==> src/rtl/instr_mem_pkg.sv <==
// Shared types and constants for the instruction-memory loader.
package instr_mem_pkg;

    // Loader session states.
    typedef enum logic [2:0] {
        IDLE,
        ACCEPT,
        WRITE,
        DONE,
        ERR
    } load_state_t;

    localparam int BYTES_PER_WORD    = 4;
    localparam int DEFAULT_MEM_BYTES = 36;

    // Selects one byte lane of a 32-bit instruction word.
    typedef logic [1:0] lane_t;

endpackage

==> src/rtl/instr_mem_loader_if.sv <==
// Word stream from the boot/debug source plus the byte-write bus to the
// instruction memory. The loader sits on the slave side.
interface instr_mem_loader_if #(
    parameter int ADDR_W = 32
) ();
    logic              in_valid;
    logic              in_ready;
    logic [31:0]       in_word;
    logic              in_last;
    logic              mem_we;
    logic [ADDR_W-1:0] mem_addr;
    logic [7:0]        mem_wdata;

    modport master (
        output in_valid, in_word, in_last,
        input  in_ready, mem_we, mem_addr, mem_wdata
    );

    modport slave (
        input  in_valid, in_word, in_last,
        output in_ready, mem_we, mem_addr, mem_wdata
    );
endinterface

==> src/rtl/instr_word_serializer.sv <==
// Turns one 32-bit word into four consecutive byte writes, LSB first at
// the lowest address. The first byte appears the cycle after load.
module instr_word_serializer
    import instr_mem_pkg::*;
#(
    parameter int ADDR_W = 32
) (
    input  logic              clk,
    input  logic              reset,
    input  logic [31:0]       word,
    input  logic [ADDR_W-1:0] ptr,
    input  logic              load,
    output logic              mem_we,
    output logic [ADDR_W-1:0] mem_addr,
    output logic [7:0]        mem_wdata,
    output logic              last_byte
);

    logic [31:0] word_reg;
    lane_t       lane_reg;
    lane_t       lane_next;
    logic        active_reg;
    logic [7:0]  lane_bytes [BYTES_PER_WORD];

    genvar gi;
    generate
        for (gi = 0; gi < BYTES_PER_WORD; gi++) begin : g_lane
            assign lane_bytes[gi] = word_reg[8*gi +: 8];
        end
    endgenerate

    assign lane_next = lane_reg + lane_t'(1);
    assign last_byte = active_reg && (lane_reg == lane_t'(BYTES_PER_WORD - 1));

    // Byte sequencer: latch the word on load, then step lane and address.
    always_ff @(posedge clk or negedge reset) begin
        if (!reset) begin
            word_reg   <= '0;
            lane_reg   <= '0;
            active_reg <= 1'b0;
            mem_we     <= 1'b0;
            mem_addr   <= '0;
            mem_wdata  <= '0;
        end else if (load) begin
            word_reg   <= word;
            lane_reg   <= '0;
            active_reg <= 1'b1;
            mem_we     <= 1'b1;
            mem_addr   <= ptr;
            mem_wdata  <= word[7:0];
        end else if (active_reg) begin
            if (last_byte) begin
                // Address and data hold their last values while idle.
                active_reg <= 1'b0;
                mem_we     <= 1'b0;
            end else begin
                lane_reg   <= lane_next;
                mem_addr   <= mem_addr + ADDR_W'(1);
                mem_wdata  <= lane_bytes[lane_next];
            end
        end
    end

endmodule

==> src/rtl/instr_mem_loader.sv <==
// Loads instruction words into byte-addressed instruction memory, checking
// alignment and range, and pulses done when the final word is written.
module instr_mem_loader
    import instr_mem_pkg::*;
#(
    parameter int MEM_BYTES = DEFAULT_MEM_BYTES,
    parameter int ADDR_W    = 32
) (
    input  logic              clk,
    input  logic              reset,
    input  logic              start,
    input  logic [ADDR_W-1:0] base_addr,
    instr_mem_loader_if.slave bus,
    output logic              busy,
    output logic              done,
    output logic              error,
    output logic [ADDR_W-1:0] words_loaded
);

    load_state_t       state_reg, state_next;
    logic [ADDR_W-1:0] ptr_reg;
    logic [ADDR_W-1:0] words_reg;
    logic              last_reg;
    logic              in_ready_reg, busy_reg, done_reg, error_reg;

    logic idle_like, start_ok, misaligned, handshake, out_of_range;
    logic load, last_byte, word_done;

    assign idle_like    = (state_reg == IDLE) || (state_reg == DONE) || (state_reg == ERR);
    assign start_ok     = start && idle_like;
    assign misaligned   = (base_addr[1:0] != 2'b00);
    assign handshake    = (state_reg == ACCEPT) && in_ready_reg && bus.in_valid;
    // Compared without forming ptr+3 so a pointer near the top of the
    // address space cannot wrap around and pass the check.
    assign out_of_range = (ptr_reg > ADDR_W'(MEM_BYTES - BYTES_PER_WORD));
    assign load         = handshake && !out_of_range;
    assign word_done    = (state_reg == WRITE) && last_byte;

    instr_word_serializer #(
        .ADDR_W (ADDR_W)
    ) u_serializer (
        .clk       (clk),
        .reset     (reset),
        .word      (bus.in_word),
        .ptr       (ptr_reg),
        .load      (load),
        .mem_we    (bus.mem_we),
        .mem_addr  (bus.mem_addr),
        .mem_wdata (bus.mem_wdata),
        .last_byte (last_byte)
    );

    // State register.
    always_ff @(posedge clk or negedge reset) begin
        if (!reset) state_reg <= IDLE;
        else        state_reg <= state_next;
    end

    // Next-state decode.
    always_comb begin
        state_next = state_reg;
        case (state_reg)
            IDLE, DONE, ERR: if (start) state_next = misaligned ? ERR : ACCEPT;
            ACCEPT:          if (handshake) state_next = out_of_range ? ERR : WRITE;
            WRITE:           if (last_byte) state_next = last_reg ? DONE : ACCEPT;
            default:         state_next = IDLE;
        endcase
    end

    // Registered status outputs, pointer and word counter.
    always_ff @(posedge clk or negedge reset) begin
        if (!reset) begin
            ptr_reg      <= '0;
            words_reg    <= '0;
            last_reg     <= 1'b0;
            in_ready_reg <= 1'b0;
            busy_reg     <= 1'b0;
            done_reg     <= 1'b0;
            error_reg    <= 1'b0;
        end else begin
            in_ready_reg <= (state_next == ACCEPT);
            busy_reg     <= (state_next == ACCEPT) || (state_next == WRITE);
            done_reg     <= word_done && last_reg;
            if (start_ok) begin
                if (misaligned) begin
                    error_reg <= 1'b1;
                end else begin
                    ptr_reg   <= base_addr;
                    words_reg <= '0;
                    error_reg <= 1'b0;
                end
            end
            if (handshake) begin
                last_reg <= bus.in_last;
                if (out_of_range) error_reg <= 1'b1;
            end
            if (word_done) begin
                ptr_reg   <= ptr_reg + ADDR_W'(BYTES_PER_WORD);
                words_reg <= words_reg + ADDR_W'(1);
            end
        end
    end

    assign bus.in_ready  = in_ready_reg;
    assign busy          = busy_reg;
    assign done          = done_reg;
    assign error         = error_reg;
    assign words_loaded  = words_reg;

endmodule

==> src/flat_wrapper.sv <==
// flat-port wrapper written by rule: the top's interface ports become plain ports
module instr_mem_loader_flat import instr_mem_pkg::*;
#(
    parameter int MEM_BYTES = DEFAULT_MEM_BYTES,
    parameter int ADDR_W    = 32
)
  (clk, reset, start, base_addr, busy, done, error, words_loaded, bus_in_valid, bus_in_word, bus_in_last, bus_in_ready, bus_mem_we, bus_mem_addr, bus_mem_wdata);
  instr_mem_loader_if #(.ADDR_W(ADDR_W)) bus_i ();
  input  logic clk;
  input  logic reset;
  input  logic start;
  input  logic [ADDR_W-1:0] base_addr;
  output logic busy;
  output logic done;
  output logic error;
  output logic [ADDR_W-1:0] words_loaded;
  input wire logic [$bits(bus_i.in_valid)-1:0] bus_in_valid;
  input wire logic [$bits(bus_i.in_word)-1:0] bus_in_word;
  input wire logic [$bits(bus_i.in_last)-1:0] bus_in_last;
  output wire logic [$bits(bus_i.in_ready)-1:0] bus_in_ready;
  output wire logic [$bits(bus_i.mem_we)-1:0] bus_mem_we;
  output wire logic [$bits(bus_i.mem_addr)-1:0] bus_mem_addr;
  output wire logic [$bits(bus_i.mem_wdata)-1:0] bus_mem_wdata;
  assign bus_i.in_valid = bus_in_valid;
  assign bus_i.in_word = bus_in_word;
  assign bus_i.in_last = bus_in_last;
  assign bus_in_ready = bus_i.in_ready;
  assign bus_mem_we = bus_i.mem_we;
  assign bus_mem_addr = bus_i.mem_addr;
  assign bus_mem_wdata = bus_i.mem_wdata;
  instr_mem_loader #(.MEM_BYTES(MEM_BYTES), .ADDR_W(ADDR_W)) u_core (.clk(clk), .reset(reset), .start(start), .base_addr(base_addr), .bus(bus_i), .busy(busy), .done(done), .error(error), .words_loaded(words_loaded));
endmodule
==> config.mk <==
export PLATFORM = sky130hd
export DESIGN_NAME = instr_mem_loader_flat
export DESIGN_NICKNAME = d
export VERILOG_FILES = /design/src/rtl/instr_mem_pkg.sv /design/src/rtl/instr_mem_loader_if.sv /design/src/rtl/instr_word_serializer.sv /design/src/rtl/instr_mem_loader.sv /design/src/flat_wrapper.sv
export SDC_FILE = /design/constraint.sdc
export NUM_CORES = 1
export LEC_CHECK = 0
export BUFFER_PORTS_ARGS = -buffer_cell sky130_fd_sc_hd__clkbuf_2
export CAP_MARGIN = 0
export CORE_ASPECT_RATIO = 1.25
export CORE_MARGIN = 2
export CORE_UTILIZATION = 49
export CTS_CLUSTER_SIZE = 40
export DETAILED_ROUTE_END_ITERATION = 10
export PLACE_DENSITY = 0.82
export SYNTH_ARGS = -nofsm -noshare
export SYNTH_HDL_FRONTEND = slang
export SYNTH_SLANG_ARGS = --single-unit
export TNS_END_PERCENT = 5
==> constraint.sdc <==
create_clock -name clk -period 3.3 [get_ports clk]
set_clock_uncertainty 0.05 [all_clocks]
set_input_delay 0.825 -clock clk [delete_from_list [all_inputs] [get_ports clk]]
set_output_delay 0.825 -clock clk [all_outputs]
set_load 0.005 [all_outputs]
Word level (Yosys, flattened, before mapping):

Index checks and enable logic that the tools add are counted.

* $add $sub $neg: 4
* order comparisons: 2
* equality and inequality tests: 9
* mux-type cells: 35
* bitwise operators: 1
* reductions and logical operators: 20

Operators by type and width (count)
* 32-bit 2-to-1 mux: 9
* 32-bit by 1-bit adder with 32-bit output, second input constant: 2
* 8-bit 2-to-1 mux: 5
* 32-bit by 3-bit adder with 32-bit output, second input constant: 1
* 32-bit by 6-bit greater-than comparator with 1-bit output, second input constant: 1
* 8-bit binary-select mux with 2-bit select: 1
* 3-bit 2-to-1 mux: 5
* 1-bit 2-to-1 mux: 10
* 3-bit by 2-bit equality test with 1-bit output, second input constant: 3
* 3-bit one-hot mux with 3 select lines: 1
* 2-bit 2-to-1 mux: 4
* 2-bit nonzero test: 4
* 1-bit logical AND: 7
* 3-bit by 1-bit equality test with 1-bit output, second input constant: 2
* 2-bit AND reduction: 3
* 3-bit equality test, second input constant: 1
* 3-bit >= comparator, second input constant: 1
* 3-bit logical NOT: 1
* 1-bit logical OR: 3
* 2-bit inverter with 3-bit output: 1
* 3-bit OR reduction: 1
* 2-bit by 1-bit adder with 2-bit output, second input constant: 1
* 2-bit equality test, second input constant: 1
* 2-bit by 1-bit inequality test with 1-bit output, second input constant: 1
* other kinds (2): 2

* register bits: 148
* input bits: 69
* output and inout bits: 77
* word-level logic and storage cells: 85

Logic depth before layout (Yosys ltp):

* depth in word-level cells: 8
* depth in mapped cells: 9
* mapped depth without buffers: 7

By module:

A second synthesis with hierarchy kept.

* cell total of the unflattened synthesis: 782
* area total of the unflattened synthesis: 7646.1 um^2

Modules (own cells, without submodules)
* instr_mem_loader: times used 1, cells each 450, area an instance 3996.3 um^2, sequential area each 1801.7 um^2
* instr_word_serializer: times used 1, cells each 332, area an instance 3649.8 um^2, sequential area each 1901.8 um^2

Worst setup path after synthesis:

OpenSTA, ideal clock, no wires.

* path kind: input port to flip-flop
* from: input port bus_in_valid
* to: register u_core.u_serializer.lane_reg[0]
* library setup time: 132 ps
* arrival: 2265 ps
* required time: 3118 ps
* setup slack: 853 ps
* stages on the path: 6
* path buffers: 2
* cell sequence: nand2_1 > or3_1 > nor3_1 > clkbuf_1 > buf_1 > nor2_1

* word-level cells in the longest chain between the ends: 4
* elaborated cells between the ends (all ways): 6
* those cells by class: eq/ne (1); mux (1); reduce/logical (4)

Ends and longest elaborated chain
* start: declaration: RTL line flat_wrapper.sv:17 `input wire logic [$bits(bus_i.in_valid)-1:0] bus_in_valid;`
* 1-bit logical AND *: RTL line instr_mem_loader.sv:32 `assign handshake = (state_reg == ACCEPT) && in_ready_reg && bus.in_valid;`
* 1-bit logical AND *: RTL line instr_mem_loader.sv:36 `assign load = handshake && !out_of_range;`
* 2-bit by 1-bit inequality test with 1-bit output (no line) / 2-bit nonzero test (equally long branches)
* 2-bit AND reduction (no line)
* end signal: assignment: RTL line instr_word_serializer.sv:57 `lane_reg <= lane_next;`
* end: declaration: RTL line instr_word_serializer.sv:20 `lane_t lane_reg;`

Mark *: on every way between the ends. The rest lies on a longest branch, timed or not.
A chain may end at the register's enable or synchronous reset.

Worst setup path after layout:

* from: register u_core.ptr_reg[2]
* to: register u_core.busy_reg, in the netlist u_core.busy

* word-level cells in the longest chain between the ends: 6
* elaborated cells between the ends (all ways): 7
* those cells by class: order compare (1); eq/ne (2); mux (3); reduce/logical (1)

Ends and longest elaborated chain
* start: declaration: RTL line instr_mem_loader.sv:21 `logic [ADDR_W-1:0] ptr_reg;`
* start signal: assignment: RTL line instr_mem_loader.sv:88 `ptr_reg <= base_addr;`
* start signal: assignment: RTL line instr_mem_loader.sv:98 `ptr_reg <= ptr_reg + ADDR_W'(BYTES_PER_WORD);`
* 32-bit by 6-bit greater-than comparator with 1-bit output *: RTL line instr_mem_loader.sv:35 `assign out_of_range = (ptr_reg > ADDR_W'(MEM_BYTES - BYTES_PER_WORD));`
* 3-bit 2-to-1 mux * (2 in a row): RTL line instr_mem_loader.sv:64 `ACCEPT: if (handshake) state_next = out_of_range ? ERR : WRITE;`
* 3-bit one-hot mux with 3 select lines *: RTL line instr_mem_loader.sv:62 `case (state_reg)`
* net u_core.state_next[1]: RTL line instr_mem_loader.sv:20 `load_state_t state_reg, state_next;`
* 3-bit by 1-bit equality test with 1-bit output / 3-bit by 2-bit equality test with 1-bit output (equally long branches): RTL line instr_mem_loader.sv:82 `busy_reg <= (state_next == ACCEPT) || (state_next == WRITE);`
* 1-bit logical OR *: RTL line instr_mem_loader.sv:82
* end signal: assignment: RTL line instr_mem_loader.sv:82
* end: declaration: RTL line instr_mem_loader.sv:24 `logic in_ready_reg, busy_reg, done_reg, error_reg;`

The timed path passes the listed nets; every way through them passes the cells marked *.

==> reports/metrics.yaml <==
critical_path:
  path_cells: "inv_1 > ha_1 > nor4b_1 > o2111ai_1 > or3_2 > buf_4 > nand2_1 > mux2i_1"
  required_ps: 3600
  max_stage_delay_ps: 530
  end_kind: "flip-flop"
  cp.arrival_ps: 2860
  cp-start-kind: "flip-flop"
  cpMaxStageDelayCell: "or3_2"
  path_class: "reg -> reg"
  cp_max_fo: 54
power:
  powerDensity_nw_per_um2: 501.3
  p_leak_nw: 4.163
  ir_drop_mv: 0.3214
logic_synthesis:
  synthFlopType: "dfrtp_1"
  ys_top_cells_by_area: "dfrtp_1 49%, nand2_1 8.8%, nor2_1 3.3%"
  synth_cells: 818
  async_flop_share_pct: 100.0
  avgSynthCellArea_um2: 9.147
  yosys-top-cells-count: "175 x nand2_1, 148 x dfrtp_1, 66 x nor2_1, 47 x nand3_1, 42 x o21ai_0"
  synth_nets: 892
  synth-edff-count: 0
  synth_top_area_cell: "dfrtp_1"
  post-synth-top-count-cell: "nand2_1"
  ys_warn_count: 0
  ys_types: 56
  ys_ff_latch: 148
  syn_area_um2: 7482
  netlist.area_leader.share_pct: 49.50
  seq_area_frac_synth_pct: 49.50
global_routing:
  gr-total-overflow: 0
  globalRouteTotalUtil_pct: 23.92
  grt_pass1_vias: 6366
  grt_max_degree: 69
  grt_antenna_before_repair: 0
  grt_first_pass_wirelength_mm: 31.25
route:
  postRouteAntennaNets: 0
  vias_per_cell: 5.818
  wirelength_mm: 18.83
  dr_total_vias: 6691
  post_drt_wl_per_cell_um: 16.38
  drtPass1Iterations: 5
  drt-initial-drc-count: 476
  remaining_drc_errors: 0
finish:
  diodes: 0
  drive_gt1_share_pct: 21.80
  stdcell_area_um2: 9070
  instances_no_fill: 1150
  nets: 1029
  layout-area-overhead-vs-synth_pct: 21.22
clock_network:
  cts_made_buffers: 17
  ctsResizeCount: 0
  cts.clk_slew.worst_paths_ps: 60
  cts.sinks: 148
  cts-hold-fix-buffers: 0
  htreeDepth: 4
  cts_root_buf: "clkbuf_16"
  cts_tree: "built"
  clk_latency_ps: 430
  post_cts_buffers: 0
  cts_max_path_buffers: 2
timing:
  hold_viol_final: 0
  slew_headroom_pct: 42.58
  tns_ps: 0
  rsz0062_at_grt: "false"
  fin_crit_sh_pct: 77.62
  fin_hold_ws_ps: 303.2
  drv_slew: 0
  clock.fmax_ghz: 0.3904
  worstMarginPinSlew_ps: 854.1
  period_needed_ps: 2561
  setup_viol: 0
floorplan:
  core_um2: 14950
  die_w_um: 114.5
  die_h_um: 142.2
  start_util_pct: 50.04
  die_area_um2: 16280
  core.rowCount: 50
  design.portCount: 146
placed_design:
  place_congestion: 0.8469
  port_buffers: 145
  placed_area_um2: 8424
  dp_cells: 1118
  place_hpwl_mm: 12.93
outcome:
  status: "complete, no violations"
job:
  cap_violations: 0
hold_path:
  hold_path_class: "in -> async"
area by class of cell:
| cell class | count | area (µm²) |
|---|---|---|
| Clock buffer | 21 | 470.5 |
| Clock inverter | 11 | 175.2 |
| Fill cell | 1311 | 5882 |
| Inverter | 16 | 60.06 |
| Multi-Input combinational cell | 611 | 3556 |
| Sequential cell | 148 | 3704 |
| Tap cell | 182 | 227.7 |
| Timing Repair Buffer | 161 | 877.1 |
per-layer routing:
layer  track usage (%)  part of all wire [%]  vias to the layer above
met3             4.898                   4.9                       38
met2             38.65                    50                      200
li1                  -                     -                     3202
met4             8.729                   2.2                        0
met1             31.96                    43                     3251
met5                 0                     0                        -
through the flow:
step	setup slack (ps)	total power [mW]	utilization, %
after global placement	599.1	2.452	56.34
after detailed placement	555.9	2.474	56.34
after CTS	686.5	4.568	60.66
final	738.6	4.546	60.66
after floorplan	852.7	2.278	-
after global routing	508.5	4.721	60.66
cells by family after synthesis:
logic type	Yosys count	synth area share, %
simple gates	412	26.32
flops	148	49.50
compound gates	138	11.82
buf+inv	59	3.177
xor+xnor	29	3.395
mux	27	4.950
fa+ha+maj	5	0.8361
power by group:
part | internal [mW] | switching (mW)
logic | 0.154 | 0.202
registers | 1.93 | 0.164
clock network | 1.33 | 0.769
total | 3.41 | 1.14
final timing paths:
path                       depth (start not counted)                             start                               end  slack, ps
setup reg to reg                                   8                 u_core.ptr_reg[2]                       u_core.busy        740
setup / recovery                                   8                 u_core.ptr_reg[2]                       u_core.busy        740
min in group clk                                   2  u_core.u_serializer.word_reg[19]  u_core.u_serializer.word_reg[19]        410
hold / removal                                     1                             reset  u_core.u_serializer.word_reg[12]        300
max in group asynchronous                          2                             reset           u_core.words_loaded[14]       2160
hold reg to reg                                    2  u_core.u_serializer.word_reg[19]  u_core.u_serializer.word_reg[19]        410
worst max-delay path, delay by kind of cell, from the launching register on:
family          cells  cell delay (ps)
simple gates        3              980
mux                 1              190
flops               1              390
buf+inv             2              450
compound gates      1              260
fa+ha+maj           1              160
cells in the final DEF, fill, tap and decap left out, types with 10 or more instances in the layout:
cell / instances
dfrtp_1: 148
o21ai_0: 42
clkbuf_16: 17
buf_4: 14
mux2i_1: 19
o31ai_1: 13
and3_1: 17
inv_1: 16
o211ai_1: 24
a21oi_1: 28
xnor2_1: 16
nand4_1: 38
nand3_1: 47
nand2_1: 175
xor2_1: 13
clkbuf_2: 144
nor3_1: 13
nor2_1: 66
or3_1: 10
nor4_1: 12
No activity file was read; power rests on OpenSTA's default activity.
